<file path="src/rtl/chaotic_z_bitstream.sv">
// chaotic_z_bitstream: turns float64 z(n+1) samples into a serial chaotic bit stream.
// A fixed mantissa field of each finite, non-zero sample is taken and inverted
// for negative z. It goes through a one-cycle capture stage and a small FIFO,
// then leaves MSB-first on a ready/valid one-bit stream.
module chaotic_z_bitstream #(
    parameter int DATA_WIDTH      = 64,
    parameter int BITS_PER_SAMPLE = 8,
    parameter int MANT_LSB        = 20,
    parameter int FIFO_DEPTH      = 4
) (
    input  logic                  clk,
    input  logic                  rst_n,
    input  logic                  zn1_valid,
    input  logic [DATA_WIDTH-1:0] zn1,
    output logic                  bit_valid,
    input  logic                  bit_ready,
    output logic                  bit_out,
    output logic                  overflow,
    output logic                  bad_sample,
    output logic [15:0]           sample_cnt
);
    localparam int PTR_W = $clog2(FIFO_DEPTH);
    localparam int CNT_W = PTR_W + 1;
    localparam int BC_W  = $clog2(BITS_PER_SAMPLE + 1);

    typedef enum logic {IDLE, SHIFT} state_t;

    // classification and field extraction (combinational on the input word)
    logic [10:0]                exponent;
    logic                       sample_ok;
    logic [BITS_PER_SAMPLE-1:0] field_next;
    logic                       zn1_unused_parity;

    assign exponent  = zn1[62:52];
    assign sample_ok = (exponent != 11'h000) && (exponent != 11'h7FF);
    // Mantissa bits outside the field carry no meaning here; fold them away.
    assign zn1_unused_parity = ^zn1;

    generate
        for (genvar gi = 0; gi < BITS_PER_SAMPLE; gi++) begin : g_field
            assign field_next[gi] = zn1[MANT_LSB + gi] ^ zn1[63];
        end
    endgenerate

    // capture stage
    logic                       cap_valid_reg;
    logic [BITS_PER_SAMPLE-1:0] cap_data_reg;
    logic                       bad_sample_reg;

    // Register accepted samples for one cycle and latch the reject flag.
    always_ff @(posedge clk or negedge rst_n) begin
        if (!rst_n) begin
            cap_valid_reg  <= 1'b0;
            cap_data_reg   <= '0;
            bad_sample_reg <= 1'b0;
        end else begin
            cap_valid_reg <= zn1_valid && sample_ok;
            if (zn1_valid && sample_ok)
                cap_data_reg <= field_next;
            if (zn1_valid && !sample_ok)
                bad_sample_reg <= 1'b1;
        end
    end

    // sample FIFO
    logic [BITS_PER_SAMPLE-1:0] fifo_mem [FIFO_DEPTH];
    logic [PTR_W-1:0]           wr_ptr_reg, rd_ptr_reg;
    logic [CNT_W-1:0]           count_reg;
    logic [15:0]                sample_cnt_reg;
    logic                       overflow_reg;
    logic                       fifo_full, fifo_empty, pop, wr_en, drop;

    assign fifo_full  = (count_reg == CNT_W'(FIFO_DEPTH));
    assign fifo_empty = (count_reg == '0);
    // A full FIFO still accepts a write when the serializer pops in the same cycle.
    assign wr_en      = cap_valid_reg && (!fifo_full || pop);
    assign drop       = cap_valid_reg && fifo_full && !pop;

    // FIFO storage write port; the read side is registered by the shift register.
    always_ff @(posedge clk) begin
        if (wr_en)
            fifo_mem[wr_ptr_reg] <= cap_data_reg;
    end

    // FIFO pointers, occupancy, sample counter and overflow flag.
    always_ff @(posedge clk or negedge rst_n) begin
        if (!rst_n) begin
            wr_ptr_reg     <= '0;
            rd_ptr_reg     <= '0;
            count_reg      <= '0;
            sample_cnt_reg <= '0;
            overflow_reg   <= 1'b0;
        end else begin
            if (wr_en) begin
                wr_ptr_reg     <= wr_ptr_reg + 1'b1;
                sample_cnt_reg <= sample_cnt_reg + 16'd1;
            end
            if (pop)
                rd_ptr_reg <= rd_ptr_reg + 1'b1;
            case ({wr_en, pop})
                2'b10:   count_reg <= count_reg + 1'b1;
                2'b01:   count_reg <= count_reg - 1'b1;
                default: count_reg <= count_reg;
            endcase
            if (drop)
                overflow_reg <= 1'b1;
        end
    end

    // serializer
    state_t                     state_reg, state_next;
    logic [BITS_PER_SAMPLE-1:0] shift_reg;
    logic [BC_W-1:0]            bit_cnt_reg;

    // FSM state register.
    always_ff @(posedge clk or negedge rst_n) begin
        if (!rst_n)
            state_reg <= IDLE;
        else
            state_reg <= state_next;
    end

    // Next state and pop decision; a reload on the last bit avoids any bubble.
    always_comb begin
        state_next = state_reg;
        pop        = 1'b0;
        case (state_reg)
            IDLE: begin
                if (!fifo_empty) begin
                    pop        = 1'b1;
                    state_next = SHIFT;
                end
            end
            SHIFT: begin
                if (bit_ready && (bit_cnt_reg == '0)) begin
                    if (!fifo_empty)
                        pop = 1'b1;
                    else
                        state_next = IDLE;
                end
            end
            default: state_next = IDLE;
        endcase
    end

    // Shift register and bit counter: load on pop, shift on an accepted bit.
    always_ff @(posedge clk or negedge rst_n) begin
        if (!rst_n) begin
            shift_reg   <= '0;
            bit_cnt_reg <= '0;
        end else if (pop) begin
            shift_reg   <= fifo_mem[rd_ptr_reg];
            bit_cnt_reg <= BC_W'(BITS_PER_SAMPLE - 1);
        end else if ((state_reg == SHIFT) && bit_ready && (bit_cnt_reg != '0)) begin
            shift_reg   <= shift_reg << 1;
            bit_cnt_reg <= bit_cnt_reg - 1'b1;
        end
    end

    // Stream outputs follow registered state only, so they hold steady during a stall.
    always_comb begin
        bit_valid = (state_reg == SHIFT);
        bit_out   = (state_reg == SHIFT) && shift_reg[BITS_PER_SAMPLE-1];
    end

    assign overflow   = overflow_reg;
    assign bad_sample = bad_sample_reg;
    assign sample_cnt = sample_cnt_reg;

endmodule

</file>
<file path="config.mk">
export PLATFORM = sky130hd
export DESIGN_NAME = chaotic_z_bitstream
export DESIGN_NICKNAME = d
export VERILOG_FILES = /design/src/rtl/chaotic_z_bitstream.sv
export SDC_FILE = /design/constraint.sdc
export NUM_CORES = 1
export LEC_CHECK = 0
export ABC_AREA = 1
export ABC_CLOCK_PERIOD_IN_PS = 2800
export BUFFER_PORTS_ARGS = -buffer_cell sky130_fd_sc_hd__buf_2
export CAP_MARGIN = 20
export CORE_UTILIZATION = 54
export DETAILED_ROUTE_END_ITERATION = 10
export PLACE_DENSITY = 0.81
export SLEW_MARGIN = 20
export SYNTH_ARGS = -nofsm -noshare
export SYNTH_HDL_FRONTEND = slang
export SYNTH_SLANG_ARGS = --single-unit
export TNS_END_PERCENT = 5
</file>
<file path="constraint.sdc">
create_clock -name clk -period 2.8 [get_ports clk]
set_clock_uncertainty 0.05 [all_clocks]
set_input_delay 0.56 -clock clk [delete_from_list [all_inputs] [get_ports clk]]
set_output_delay 0.56 -clock clk [all_outputs]
set_load 0.01 [all_outputs]
</file>
# After elaboration in Yosys (flattened, before gate mapping)
# Memories as Yosys holds them, arrays and structs flattened.
# Index checks and enable logic that the tools add are counted.
dict set report op_classes {
  addsub 6
  mul 0
  n_div 0
  order_cmp 0
  n_eq_ne 4
  shifts 0
  muxes 12
  n_bitwise 9
  reduce_logical 20
}
# op n
set ops {}
lappend ops {{$add 16x1->16 const B} 1}
lappend ops {{$mux 8} 2}
lappend ops {{$ne 11x11->1 const B} 1}
lappend ops {{$reduce_bool 11->1} 1}
lappend ops {{$logic_and 1x1->1} 10}
lappend ops {{$mux 4} 2}
lappend ops {{$xor 1x1->1} 8}
lappend ops {{$pmux 3 s2} 1}
lappend ops {{$mux 1} 5}
lappend ops {{$add 2x1->2 const B} 2}
lappend ops {{$logic_not 4->1} 1}
lappend ops {{$pmux 1 s2} 2}
lappend ops {{$reduce_bool 2->1} 2}
lappend ops {{$reduce_bool 4->1} 1}
lappend ops {{$sub 4x1->4 const B} 1}
lappend ops {{$add 3x1->3 const B} 1}
lappend ops {{$eq 3x3->1 const B} 1}
lappend ops {{$logic_not 1->1} 3}
lappend ops {{$logic_not 3->1} 1}
lappend ops {{$sub 3x1->3 const B} 1}
lappend ops {{$eq 2x1->1 const B} 1}
lappend ops {{$eq 2x2->1 const B} 1}
lappend ops {{$logic_or 1x1->1} 1}
lappend ops {{$not 1->1} 1}
dict set report word_totals {
  regBits 47
  latchBits 0
  ram_bits 32
  romBits 0
  wordCells 63
  n_memories 1
}
# name depth width read_ports rd_ports_with_merged_regs write_ports line_no
set memory_table {}
lappend memory_table {fifo_mem 4 8 1 0 1 66} ;# logic [BITS_PER_SAMPLE-1:0] fifo_mem [FIFO_DEPTH];

# Depth between registers and ports, before layout
# Gate-level depths: netlist of the first run.
dict set report logic_depth {
  ltp_word 8
  depth_mapped 11
  ltp_nobuf 11
}

# Worst setup path before layout of the first run
# No wires, ideal clock.
dict set report synth_timing {
  path_kind {reg-to-reg}
  from {register bit_cnt_reg[0]}
  to {memory fifo_mem[0][0], enable pin}
  setup_ns 0.371
  arrival_time_ns 1.532
  t_required_ns 2.379
  slack_ns 0.847
  path_stages_with_launch 9
  path_cell_list {dfrtp_1 > inv_1 > ha_1 > nand3_2 > nand2_2 > or2_4 > nand2_8 > buf_6 > nor2_1}
}
dict set report synth_between {
  elab_chain_cells 8
}
# item line_no
set synth_rtl {}
lappend synth_rtl {{start, declared} 113} ;# logic [BC_W-1:0] bit_cnt_reg;
lappend synth_rtl {{start signal, assigned} 153} ;# bit_cnt_reg <= BC_W'(BITS_PER_SAMPLE - 1);
lappend synth_rtl {{start signal, assigned} 156} ;# bit_cnt_reg <= bit_cnt_reg - 1'b1;
lappend synth_rtl {{$logic_not 4->1} 135} ;# if (bit_ready && (bit_cnt_reg == '0)) begin
lappend synth_rtl {{$logic_and 1x1->1} 135}
lappend synth_rtl {{$mux 1} 135}
lappend synth_rtl {{$pmux 1 s2} 127} ;# case (state_reg)
lappend synth_rtl {{$logic_or 1x1->1} 76} ;# assign wr_en = cap_valid_reg && (!fifo_full || pop);
lappend synth_rtl {{$logic_and 1x1->1} 76}
lappend synth_rtl {{$mux 1} 81} ;# if (wr_en)
lappend synth_rtl {{$mux 1 (not written as such)} 82} ;# fifo_mem[wr_ptr_reg] <= cap_data_reg;
lappend synth_rtl {{end, declared} 66}
# No other way between the ends.

# Worst setup path in the final report of the first run
dict set report layout_timing {
  from {register bit_cnt_reg[0]}
  to {register count_reg[2]}
}
dict set report layout_between {
  elab_chain_cells 8
}
# item line_no
set layout_rtl {}
lappend layout_rtl {{$logic_not 4->1 *} 135}
lappend layout_rtl {{$logic_and 1x1->1 *} 135}
lappend layout_rtl {{$mux 1 *} 135}
lappend layout_rtl {{$pmux 1 s2 *} 127}
lappend layout_rtl {{$logic_or 1x1->1} 76}
lappend layout_rtl {{$logic_and 1x1->1} 76}
lappend layout_rtl {{$eq 2x1->1 / $eq 2x2->1 (equally long branches)} 100} ;# case ({wr_en, pop})
lappend layout_rtl {{$pmux 3 s2 / $reduce_bool 2->1 (equally long branches)} -}
lappend layout_rtl {{end signal, assigned} 101} ;# 2'b10: count_reg <= count_reg + 1'b1;
lappend layout_rtl {{end signal, assigned} 102} ;# 2'b01: count_reg <= count_reg - 1'b1;
lappend layout_rtl {{end signal, assigned} 103} ;# default: count_reg <= count_reg;
lappend layout_rtl {{end, declared} 68} ;# logic [CNT_W-1:0] count_reg;
# Mark *: on every way between the ends. The rest lies on a longest branch, timed or not.
# A chain may end at the register's enable or synchronous reset.

==> results, run 1 <==
- The worst setup path is captured at a register.
- The cell area that synthesis handed to floorplanning was 3840 um^2.
- In the global route stage, overall resource usage came out at 20.9%.
- STA classifies the critical path startpoint as a register.
- The achievable clock frequency is 0.514 GHz.
- The fraction of synthesis flops using an asynchronous set or reset pin is 59.5%.
- The floorplan step defined a die boundary enclosing about 7500 um^2.
- The count of antenna-violating nets left after detailed routing is 0.
- TritonCTS built the clock tree.
- The worst setup path category is register to register.
- The cell taking the most area after synthesis is sky130_fd_sc_hd__dfrtp_1.
- The per-cell routed wire length is 13.0 um.
- Wires add up to 7.06 mm.
- Dividing the detail-routed via count by the number of cells gives roughly 5.
- The worst hold margin is 0.171 ns.
- Setup repair after global routing left no endpoint under its margin.
- Routability-driven placement finished with a final weighted congestion of 0.858.
- The tightest min-delay check is of the primary input to asynchronous set/reset pin type.
- Entering global routing, the biggest net connects 48 pins.
- The quantity of gates resized following cts is 0.
- The post-synthesis cell type count is 33.
- The maximum count of clock buffers along a single path is 2.
- The clock sink count is 79.
- Data on the critical path arrives at its endpoint at 2.19 ns.
- Along the worst path, the maximum fanout reaches 5.
- The net count reported at finish is 520.
- The total buffers and inverters traversed by the critical path is 3.
- The number of flops mapped to enable cells by yosys is 32.
- The slowest stage cell on the critical path is sky130_fd_sc_hd__fa_1.
- The initialized floorplan defines 30 standard-cell rows.
- The signal on the critical path passes through inv_1, ha_1, nand3_2, nand2_2, nand3_1, fa_1, inv_1, nand4_1, nand3_1, nand2_1, inv_1.
- The number of buffers inserted for hold repair after clock tree synthesis is 0.
- The clock tree synthesis step divided the H-tree into 3 levels.
- By instance count, the cell type seen most on the critical path is sky130_fd_sc_hd__inv_1.
- The final route contains 2,785 vias.
- After global routing the overflow that remains totals 0.
- The most common cell in the synthesized netlist is sky130_fd_sc_hd__nand2_1.
- The met3 routing resource usage after global routing is 4.19%.
- The stage delay of the slowest cell on the critical path is 0.43 ns.
- The met1 layer usage reported by global route is between 20% and 30%.
- The average instance in the mapped netlist occupies 9.73 um^2.
- The remaining design rule violation count is 0.
- The number of detailed-routing iterations run before antenna repair is 4.
- Max-cap violations in this run came to 0.
- The number of nets handed over by synthesis was between 400 and 500.
- The top flip-flop cell by instance count after synthesis is sky130_fd_sc_hd__dfrtp_1.
- The global-route met2 utilization is 34.6%.
- After layout, the minimum clock period comes to 1.95 ns.
- The floorplan step defined a core boundary enclosing 6830 um^2.
- Detailed placement ended at an HPWL of 4.99 mm.
- The flow ran to the end, and the final reports show no timing, DRC or antenna violations.
- The later pin in the worst-skew pair is clocked with a latency of between 0.3 and 0.4 ns.
- After clock tree synthesis, the setup repair step added 0 buffers.
- The tree is rooted in a sky130_fd_sc_hd__clkbuf_8.
- The height of the chip is about 86 um.
- For this design the ratio of total power to cell area is 882 nW/um^2.
- The number of violations reported at the end of detailed-routing iteration 0 is about 130.
- Headroom to the max-slew limit came out at 60.4%.
- In the synthesized netlist, the cells that appear most often are sky130_fd_sc_hd__nand2_1, sky130_fd_sc_hd__dfrtp_1, sky130_fd_sc_hd__inv_1, sky130_fd_sc_hd__nor2_1, sky130_fd_sc_hd__edfxtp_1.
- The fill cell instance count of the final layout is roughly 580.
- The total negative setup slack is 0 ns.
- After synthesis, flip-flops and latches occupy 55.6% of the total area.
- After clock tree synthesis, the clock-pin slew on the worst setup and hold paths is 0.08 ns.
- The reported leakage power is 1.96 nW.
- After synthesis, the cell types taking the most area are sky130_fd_sc_hd__dfrtp_1, sky130_fd_sc_hd__edfxtp_1, sky130_fd_sc_hd__nand2_1.
- The via count of the first global-routing pass is 2,659.
- The cell family with the largest share of critical-path delay is adder cells.
- The flip-flop and latch count after synthesis is 79.
- The Yosys step of the flow raised 0 warnings.
- For the worst setup path, the data required time is ~3 ns.
- The layout overhead on the synthesized area is 13.2%.
- In this run the tool buffered the top-level ports with 43 buffer cells.
- Measured along the x axis, the die boundary spans between 80 and 90 um.
- Of the post-synthesis cell area, the dominant cell type holds 30.6%.
- The number of buffers created by CTS is 9.
- The wire length of the first global-routing pass is 12.1 mm.
- The initial utilization of the core area, before any placement, comes to about 56%.
- For the pin with the worst max-slew slack, the measured transition is between 0.5 and 0.6 ns.
- After technology mapping, the gate count stands at 395.
- IR analysis of the VDD net gives a maximum drop of 0.526 mV.
- The number of hold violations in the final report is 0.
- The post-route fraction of the period consumed by the critical path is between 60% and 70%.
- In the final layout, the share of cells above drive strength 1 is a little over a fifth.
- The final setup violation count is 0.
- The antenna diode instance count is 0.
- The count of pins on the block boundary is about 90.
- After global routing, the most crowded layer is met2.
- The number of antenna violations at the first check in global routing is 0.
- The number of flip-flops under the largest register name is 32.
- Measured on the finished design, the core utilization comes to between 60% and 70%.
- The count of final max-slew check failures is 0.
- The total design power is 3.84 mW.
-- layout make-up --
cell class                      instances  area, um^2  share of cell area [%]
Clock buffer                           13         160                    3.68
Tap cell                               96         120                    2.76
Inverter                               50         190                    4.37
Timing Repair Buffer                   48         255                    5.86
Clock inverter                          3        40.0                   0.920
Multi-Input combinational cell        256        1450                    33.3
Sequential cell                        79        2140                    49.1
-- stage by stage --
| step | worst slack (ns) | instance area, um^2 | std cells |
|---|---|---|---|
| after floorplan | 0.847 | 3840 | 395 |
| final | 0.853 | 4350 | 545 |
| after detailed placement | 0.870 | 4150 | 529 |
| after CTS | 0.853 | 4350 | 545 |
| after global placement | 0.919 | 4150 | 529 |
| after global routing | 0.691 | 4350 | 545 |
-- layout by cell type (no fill, tap or decap), drive strengths merged, types with 2 or more instances in the layout --
cell | netlist | routed
dfrtp | 47 | 47
o221ai | 2 | 2
edfxtp | 32 | 32
xnor2 | 3 | 3
ha | 7 | 7
xor2 | 19 | 19
a22oi | 3 | 3
clkinv | 0 | 2
o211ai | 3 | 3
buf | 8 | 48
nand3 | 25 | 25
inv | 50 | 50
nand2 | 89 | 89
o21ai | 33 | 33
o22ai | 5 | 5
clkbuf | 2 | 13
nand4 | 12 | 12
nor2 | 36 | 36
a21oi | 3 | 3
nor3 | 12 | 12
-- routing by layer --
layer  share of wire (%)  vias up  wire [um]
met4                0.75        0         53
met5                   0        -          0
met3                 4.4        5        309
li1                    -     1399          -
met1                  45     1307       3200
met2                  50       74       3500
-- worst paths after layout --
check	start	to	slack, ns	cells past startpoint
max	bit_cnt_reg[0]$_DFFE_PN0P_	count_reg[2]$_DFFE_PN0P_	0.85	11
min	rst_n	count_reg[1]$_DFFE_PN0P_	0.17	1
max reg2reg	bit_cnt_reg[0]$_DFFE_PN0P_	count_reg[2]$_DFFE_PN0P_	0.85	11
min reg2reg	bad_sample$_DFFE_PN0P_	bad_sample$_DFFE_PN0P_	0.42	2
max in group asynchronous	rst_n	cap_data_reg[3]$_DFFE_PN0P_	2.12	1
min in group clk	bad_sample$_DFFE_PN0P_	bad_sample$_DFFE_PN0P_	0.42	2
-- report_power, final --
part,internal (mW),leakage (nW),switching [mW]
clock,0.465,0.103,0.389
combinational,0.456,0.976,0.754
sequential,1.53,0.882,0.249
total,2.45,1.96,1.39
-- cells by family (layout without fill, tap and decap cells) --
logic type               count (synthesis)  after routing  share of synthesized area, %
AND/OR/NAND/NOR                        176            176                          21.7
AO/OA/AOI/OAI                           50             50                          8.20
XOR/XNOR                                22             22                          5.01
buffers and inverters                   60            114                          6.67
flip-flops                              79             79                          55.6
adder cells (fa/ha/maj)                  8              8                          2.80
(Power assumes the default switching activity.)
==> inputs of run 2 (changes only) <==
--- a/config.mk
+++ b/config.mk
@@ -6,7 +6,7 @@
 export NUM_CORES = 1
 export LEC_CHECK = 0
 export ABC_AREA = 1
-export ABC_CLOCK_PERIOD_IN_PS = 2800
+export ABC_CLOCK_PERIOD_IN_PS = 1900
 export BUFFER_PORTS_ARGS = -buffer_cell sky130_fd_sc_hd__buf_2
 export CAP_MARGIN = 20
 export CORE_UTILIZATION = 54
==> constraint.sdc (replaced) <==
create_clock -name clk -period 1.9 [get_ports clk]
set_clock_uncertainty 0.05 [all_clocks]
set_input_delay 0.38 -clock clk [delete_from_list [all_inputs] [get_ports clk]]
set_output_delay 0.38 -clock clk [all_outputs]
set_load 0.01 [all_outputs]
==> results, run 2 (synthesis gave the netlist of run 1 again) <==
- The register with the most flip-flops in the layout has 32 of them.
- The per-cell routed wire length is 13.1 um.
- The H-tree generated during clock tree synthesis spans 3 levels.
- Pin placement for this block handled 88 I/O pins.
- During placement, the flow inserted port buffers numbering 43.
- The count of final max-slew check failures is 0.
- The data arrival time of the worst path is 2.07 ns.
- The number of hold violations in the final report is 0.
- In this run, CTS created clock tree buffers numbering 9.
- The area growth from synthesis to layout is 16.8%.
- The achievable clock frequency is 0.550 GHz.
- Setup repair after global routing could not meet its margin everywhere.
- Global routing finished with a remaining overflow of 0.
- The routed design could run at a clock period as short as 1.82 ns.
- The total placed cells including tap cells is 534.
- IR analysis of the VDD net gives a maximum drop of 0.653 mV.
- The number of standard-cell rows in the floorplan is 30.
- The reported leakage power is 2.02 nW.
- The overall fraction of global-route tracks in use is between 20% and 30%.
- The height of the chip is 86.4 um.
- In this run the worst hold path is classified as primary input to register.
- The floorplan step set the die width to 86.4 um.
- The post-route fraction of the period consumed by the critical path is 95.7%.
- Dividing the detail-routed via count by the number of cells gives approximately 5.2.
- The stage delay of the slowest cell on the critical path is 0.42 ns.
- The cell family contributing the most delay on the critical path is adder cells.
- The type of origin of the critical path is a register.
- The power density over the cells is 1310 nW/um^2.
- The fraction of final layout cells with drive strength greater than 1 is 24.2%.
- Along the worst path, the maximum fanout reaches 4.
- The critical path in this run is classified as register to register.
- The routed via count is 2,873.
- The clock-pin slew of the registers on the worst-case setup and hold paths is around 0.08 ns.
- The cell chosen for the clock root is sky130_fd_sc_hd__clkbuf_8.
- The initial cell density of the core is 56.3%.
- The HPWL after detailed placement is 4.90 mm.
- The max capacitance violation total is 0.
- The worst setup path is captured at a register.
- The weighted congestion reported at the end of routability-driven placement is ~0.85.
- The fraction of the core area covered by cells at the end of the flow is 65.7%.
- The number of detailed-routing iterations run before antenna repair is 4.
- The count of antenna-violating nets left after detailed routing is 0.
- The TritonCTS clock tree is done.
- The run finished with clean final reports.
- The wire length of the first global-routing pass is 12.0 mm.
- In the layout the commonest cells are sky130_fd_sc_hd__nand2_1, sky130_fd_sc_hd__dfrtp_1, sky130_fd_sc_hd__inv_1, sky130_fd_sc_hd__buf_2, sky130_fd_sc_hd__nor2_1.
- The cell repeated most along the worst path is sky130_fd_sc_hd__inv_2.
- The core region is around 6800 um^2.
- 0 antenna diodes ended up in the layout.
- Entering global routing, the biggest net connects 48 pins.
- Setup violations remaining at the end of the flow were counted as 0.
- The die covers 7460 um^2.
- For the worst setup path, the data required time is 2.15 ns.
- The total buffers and inverters traversed by the critical path is 3.
- The net count reported at finish is 529.
- The number of antenna violations at the first check in global routing is 0.
- After filler insertion, the fill cell instance count of the layout stands at 547.
- The clock sink count is 79.
- The insertion delay to the later sink of the worst-skew pair is 0.35 ns.
- The critical path goes through inv_2, ha_4, nand3_2, nand2_4, nand3_4, fa_2, inv_2, nand4_1, nand3_1, nand2_1, inv_1.
- For the pin with the worst max-slew slack, the measured transition is 0.447 ns.
- The max-slew headroom at the worst pin is 70.1%.
- After detailed routing, the number of remaining DRC violations is 0.
- The count of non-filler cells in the finished layout is approximately 550.
- The maximum count of clock buffers along a single path is 2.
- The via count of the first global-routing pass is 2,637.
- The overall routed net length is 7.24 mm.
- The first routing iteration left 173 violations.
- The slowest stage of the critical path belongs to the cell sky130_fd_sc_hd__fa_2.
- The most common cell after layout, fill and taps aside is sky130_fd_sc_hd__nand2_1.
## run 2: cell types whose count changed in the layout (fill, tap and decap cells not counted), moves of 3 or more
cell / previous run / this run
sky130_fd_sc_hd__buf_4: 6 / 12
sky130_fd_sc_hd__inv_2: 2 / 5
sky130_fd_sc_hd__inv_1: 47 / 44
sky130_fd_sc_hd__clkbuf_1: 3 / 0
sky130_fd_sc_hd__clkbuf_8: 9 / 14
## run 2: worst paths after layout
check | startpoint | to | slack (ns) | cells after the start
min in group asynchronous | rst_n | bit_cnt_reg[0]$_DFFE_PN0P_ | 0.49 | 3
hold reg to reg | bad_sample$_DFFE_PN0P_ | bad_sample$_DFFE_PN0P_ | 0.43 | 2
max in group asynchronous | rst_n | rd_ptr_reg[0]$_DFFE_PN0N_ | 1.08 | 3
setup / recovery | bit_cnt_reg[1]$_DFFE_PN0P_ | count_reg[2]$_DFFE_PN0P_ | 0.08 | 11
hold / removal | zn1[21] | cap_data_reg[1]$_DFFE_PN0P_ | 0.28 | 4
setup reg to reg | bit_cnt_reg[1]$_DFFE_PN0P_ | count_reg[2]$_DFFE_PN0P_ | 0.08 | 11
## run 2: report_power, final
group          switching (mW)  total [mW]  internal (mW)
Combinational            1.22        1.99          0.777
Sequential              0.319        2.57           2.25
Clock                   0.589        1.32          0.732
Total                    2.13        5.89           3.76
## run 2: worst register-to-register path: stages, from the launching register on
cell and delay, ns:
sky130_fd_sc_hd__dfrtp_1 0.40, sky130_fd_sc_hd__inv_2 0.09, sky130_fd_sc_hd__ha_4 0.14, sky130_fd_sc_hd__nand3_2 0.11, sky130_fd_sc_hd__nand2_4 0.12, sky130_fd_sc_hd__nand3_4 0.09
sky130_fd_sc_hd__fa_2 0.42, sky130_fd_sc_hd__inv_2 0.07, sky130_fd_sc_hd__nand4_1 0.11, sky130_fd_sc_hd__nand3_1 0.09, sky130_fd_sc_hd__nand2_1 0.06, sky130_fd_sc_hd__inv_1 0.04
## run 2: final cells by class
type / instances / area, um^2 / share of cell area (%)
Clock buffer: 15 / 218 / 4.85
Clock inverter: 1 / 5.00 / 0.111
Inverter: 50 / 190 / 4.24
Multi-Input combinational cell: 256 / 1480 / 33.1
Sequential cell: 79 / 2140 / 47.6
Tap cell: 96 / 120 / 2.68
Timing Repair Buffer: 57 / 335 / 7.47
## run 2: layer usage
layer,vias to the layer above,share of wire [%],global-route usage [%]
met2,68,48,33.3
met3,11,3.8,3.52
met5,-,0,0
met4,0,1.9,9.70
li1,1424,-,-
met1,1370,46,28.5
## run 2: repair_timing
item,4_1_cts,5_1_grt
resized for setup,3,7
hold buffers,1,0
hold endpoints to repair,47,0
buffers inserted,0,3
setup endpoints to repair,1,35
pin swaps,0,2
## run 2: stage by stage
| stage | power [mW] | instance area [um^2] | setup WS (ns) | setup TNS, ns | hold WS, ns |
|---|---|---|---|---|---|
| 6_report | 5.89 | 4490 | 0.0808 | 0 | 0.280 |
| 5_1_grt | 6.29 | 4490 | -0.0387 | -0.0507 | 0.299 |
| 4_1_cts | 5.83 | 4440 | 0.0178 | 0 | 0.270 |
| 3_5_place_dp | 4.49 | 4200 | -0.0421 | -0.0421 | 0.333 |
| 3_3_place_gp | 4.39 | 4200 | 0.0603 | 0 | 0.338 |
| 2_1_floorplan | 3.93 | 3840 | -0.0527 | -1.69 | 0.0344 |
==> inputs of run 3 (changes only) <==
--- a/config.mk
+++ b/config.mk
@@ -11,6 +11,8 @@
 export CAP_MARGIN = 20
 export CORE_UTILIZATION = 54
 export DETAILED_ROUTE_END_ITERATION = 10
+export GPL_TIMING_DRIVEN = 0
+export MAX_ROUTING_LAYER = met4
 export PLACE_DENSITY = 0.81
 export SLEW_MARGIN = 20
 export SYNTH_ARGS = -nofsm -noshare
==> results, run 3 (synthesis gave the netlist of run 1 again) <==
- The flow ran to the end, but the final reports show violations.
- The checks that failed: negative hold slack.
- Hold repair after CTS inserted 0 buffers.
- The most critical setup path has its startpoint at bit_cnt_reg[1]$_DFFE_PN0P_.
- The wire length of the first global-routing pass is between 10 and 15 mm.
- The number of violations reported at the end of detailed-routing iteration 0 is 182.
- Measured along the y axis, the die boundary spans 86.4 um.
- The count of nets left with antenna violations once routing finished came out at 0.
- Across every metal layer, demand over resource in global routing totals 22.7%.
- The routed layout has 2,889 vias.
- The worst pin sits at a relative slew slack of approximately 60%.
- The fraction of final layout cells with drive strength greater than 1 is approximately a quarter.
- The die covers about 7500 um^2.
- The insertion delay to the later sink of the worst-skew pair is 0.35 ns.
- The cell repeated most along the worst path is sky130_fd_sc_hd__nand3_4.
- Across the run, the number of max-cap violations was 0.
- The number of standard-cell rows in the floorplan is 30.
- The worst path uses 95.6% of the clock period.
- For this configuration, the core starts out at a cell density of 56.3%.
- The count of final max-slew check failures came to 0.
- The analysis attributes to cell leakage a power of 1.99 nW.
- Counting cells, the worst reg-to-reg path comes to 9.
- The fill cell instance count of the final layout is 552.
- The time the worst path needs with I/O delays and setup is 1.82 ns.
- The internal portion of the total power is 3.77 mW.
- The net count reported at finish is about 530.
- The post-route cell area is 4490 um^2.
- The cell chosen for the clock root is sky130_fd_sc_hd__clkbuf_8.
- At the pin with the least slew margin, the transition time is 0.590 ns.
- The worst register-to-register path begins at bit_cnt_reg[1]$_DFFE_PN0P_.
- The floorplan step set the die width to 86.4 um.
- The wire-length estimate of the detail-placed layout is 5.17 mm.
- The clock sink count is between 70 and 80.
- The number of hold violations in the final report is 32.
- Leaving out filler cells and counting taps, the final layout contains between 500 and 600.
- The number of antenna violations at the first check in global routing is 0.
- The switching power as a share of total power is ~36%.
- The TritonCTS clock tree is done.
- After detailed placement, the total cell area comes to around 4200 um^2.
- The antenna diode instance count is 0.
- The count of pins on the block boundary is 88.
- The detailed-route vias per instance is roughly 5.3.
- The layout overhead on the synthesized area is 16.8%.
- Leaving out fill and tap cells, the most frequent cell in the layout is sky130_fd_sc_hd__nand2_1.
- STA classifies the critical path startpoint as a register.
- Summed over all failing endpoints, the final setup total negative slack is 0 ns.
- Data on the critical path is required at its endpoint by between 2 and 2.5 ns.
- Traced cell by cell, the critical path runs through inv_2, ha_4, nand3_4, nand2_4, nand3_4, fa_2, inv_1, nand2_1, o21ai_0.
- The power density over the cells is 1320 nW/um^2.
- Port buffering added between 40 and 50 buffers.
- Once placement completed, the tool counted placed cells totaling 532.
- The reg-to-reg setup timing slack is 0.08 ns.
- Hold timing on the final database bottoms out at a slack of -0.0200 ns.
- The min-delay analysis places its worst path in the category primary input to asynchronous set/reset pin.
- At the end of routability-driven placement, the weighted congestion stood at 0.849.
- The largest net degree at the start of global routing is 48.
- The remaining design rule violation count is 0.
- The analysis attributes to net switching a power of 2.16 mW.
- Static timing analysis puts the maximum clock frequency at between 0.5 and 0.6 GHz.
- The clock-pin slew of the registers on the worst-case setup and hold paths is 0.08 ns.
- For this design, the slowest cell found on the critical path is sky130_fd_sc_hd__fa_2.
- The part of the power in registers is a little over two fifths.
- The critical path in this run is classified as register to register.
- In the layout the commonest cells are sky130_fd_sc_hd__nand2_1, sky130_fd_sc_hd__dfrtp_1, sky130_fd_sc_hd__buf_2, sky130_fd_sc_hd__inv_1, sky130_fd_sc_hd__edfxtp_1.
- The number of buffers created by CTS is 9.
- The total core area is 6830 um^2.
- The maximum count of clock buffers along a single path is 2.
- Setup violations remaining at the end of the flow were counted as 0.
- The total congestion overflow is 0.
- The clock network power share is 22.1%.
- VDD sags by at most 0.709 mV.
- The data arrival time of the worst path is 2.00 ns.
- The number of flip-flops under the largest register name is 32.
- The stage delay of the slowest cell on the critical path is 0.56 ns.
- The H-tree was split into 3 levels.
- The via count of the first global-routing pass is 2,796.
- In this run the worst path has a maximum fanout of 4.
- The overall routed net length is around 7.5 mm.
- The logic gate share of total power is 34.8%.
- The endpoint class of the critical path is a register.
- The first TritonRoute pass finished after 5 iterations.
- The per-cell routed wire length is ~14 um.
## run 3: stage by stage
stage / util (%) / hold slack [ns] / power [mW] / setup WS, ns
finish: 65.7 / -0.0200 / 5.93 / 0.0837
global route: 65.7 / 0.0329 / 6.35 / -0.0150
CTS: 65.1 / 0.204 / 5.88 / 0.00735
detailed placement: 61.0 / 0.408 / 4.47 / -0.431
global placement: 61.0 / 0.397 / 4.38 / -0.367
floorplan: - / 0.0344 / 3.93 / -0.0527
## run 3: repair_timing
action / CTS / global route
setup buffers: 2 / 1
resized for setup: 12 / 7
setup endpoints to repair: 33 / 11
pin swaps: 2 / 3
## run 3: critical path, delay by kind of cell, from the launching register on
kind / cells / cell delay [ns]
adders and majority gates: 2 / 0.71
DFF: 1 / 0.39
buffers and inverters: 2 / 0.14
and+or+nand+nor: 4 / 0.33
AOI/OAI and AO/OA: 1 / 0.08
## run 3: per-layer routing
layer	global-route usage, %	vias up	routed length, um
met5	-	-	0
met3	3.62	11	281
met2	36.9	82	3720
met4	10.6	0	125
met1	28.2	1379	3340
li1	-	1417	-
## run 3: power groups by stage
| stage | sequential [mW] | combinational, mW | clock (mW) |
|---|---|---|---|
| detailed placement | 2.58 | 1.90 | 0 |
| CTS | 2.55 | 1.99 | 1.34 |
| finish | 2.55 | 2.06 | 1.31 |
| global route | 2.60 | 2.34 | 1.41 |
| global placement | 2.56 | 1.82 | 0 |
| floorplan | 2.55 | 1.37 | 0 |
## run 3: area by class of cell
| type | count | area (um^2) | share of cell area (%) |
|---|---|---|---|
| Clock inverter | 3 | 38.8 | 0.864 |
| Clock buffer | 13 | 179 | 3.99 |
| Multi-Input combinational cell | 256 | 1530 | 34.0 |
| Buffer | 9 | 55.1 | 1.23 |
| Sequential cell | 79 | 2140 | 47.6 |
| Tap cell | 96 | 120 | 2.68 |
| Timing Repair Buffer | 44 | 243 | 5.41 |
| Inverter | 50 | 190 | 4.24 |
## run 3: path summary, 6_finish.rpt
| path | end |
|---|---|
| worst min register to register | bad_sample$_DFFE_PN0P_ |
| min in group clk | cap_data_reg[5]$_DFFE_PN0P_ |
| worst max-delay path | count_reg[1]$_DFFE_PN0P_ |
| max in group asynchronous | cap_data_reg[3]$_DFFE_PN0P_ |
| worst max register to register | count_reg[1]$_DFFE_PN0P_ |
| worst min-delay path | shift_reg[3]$_DFFE_PN0P_ |
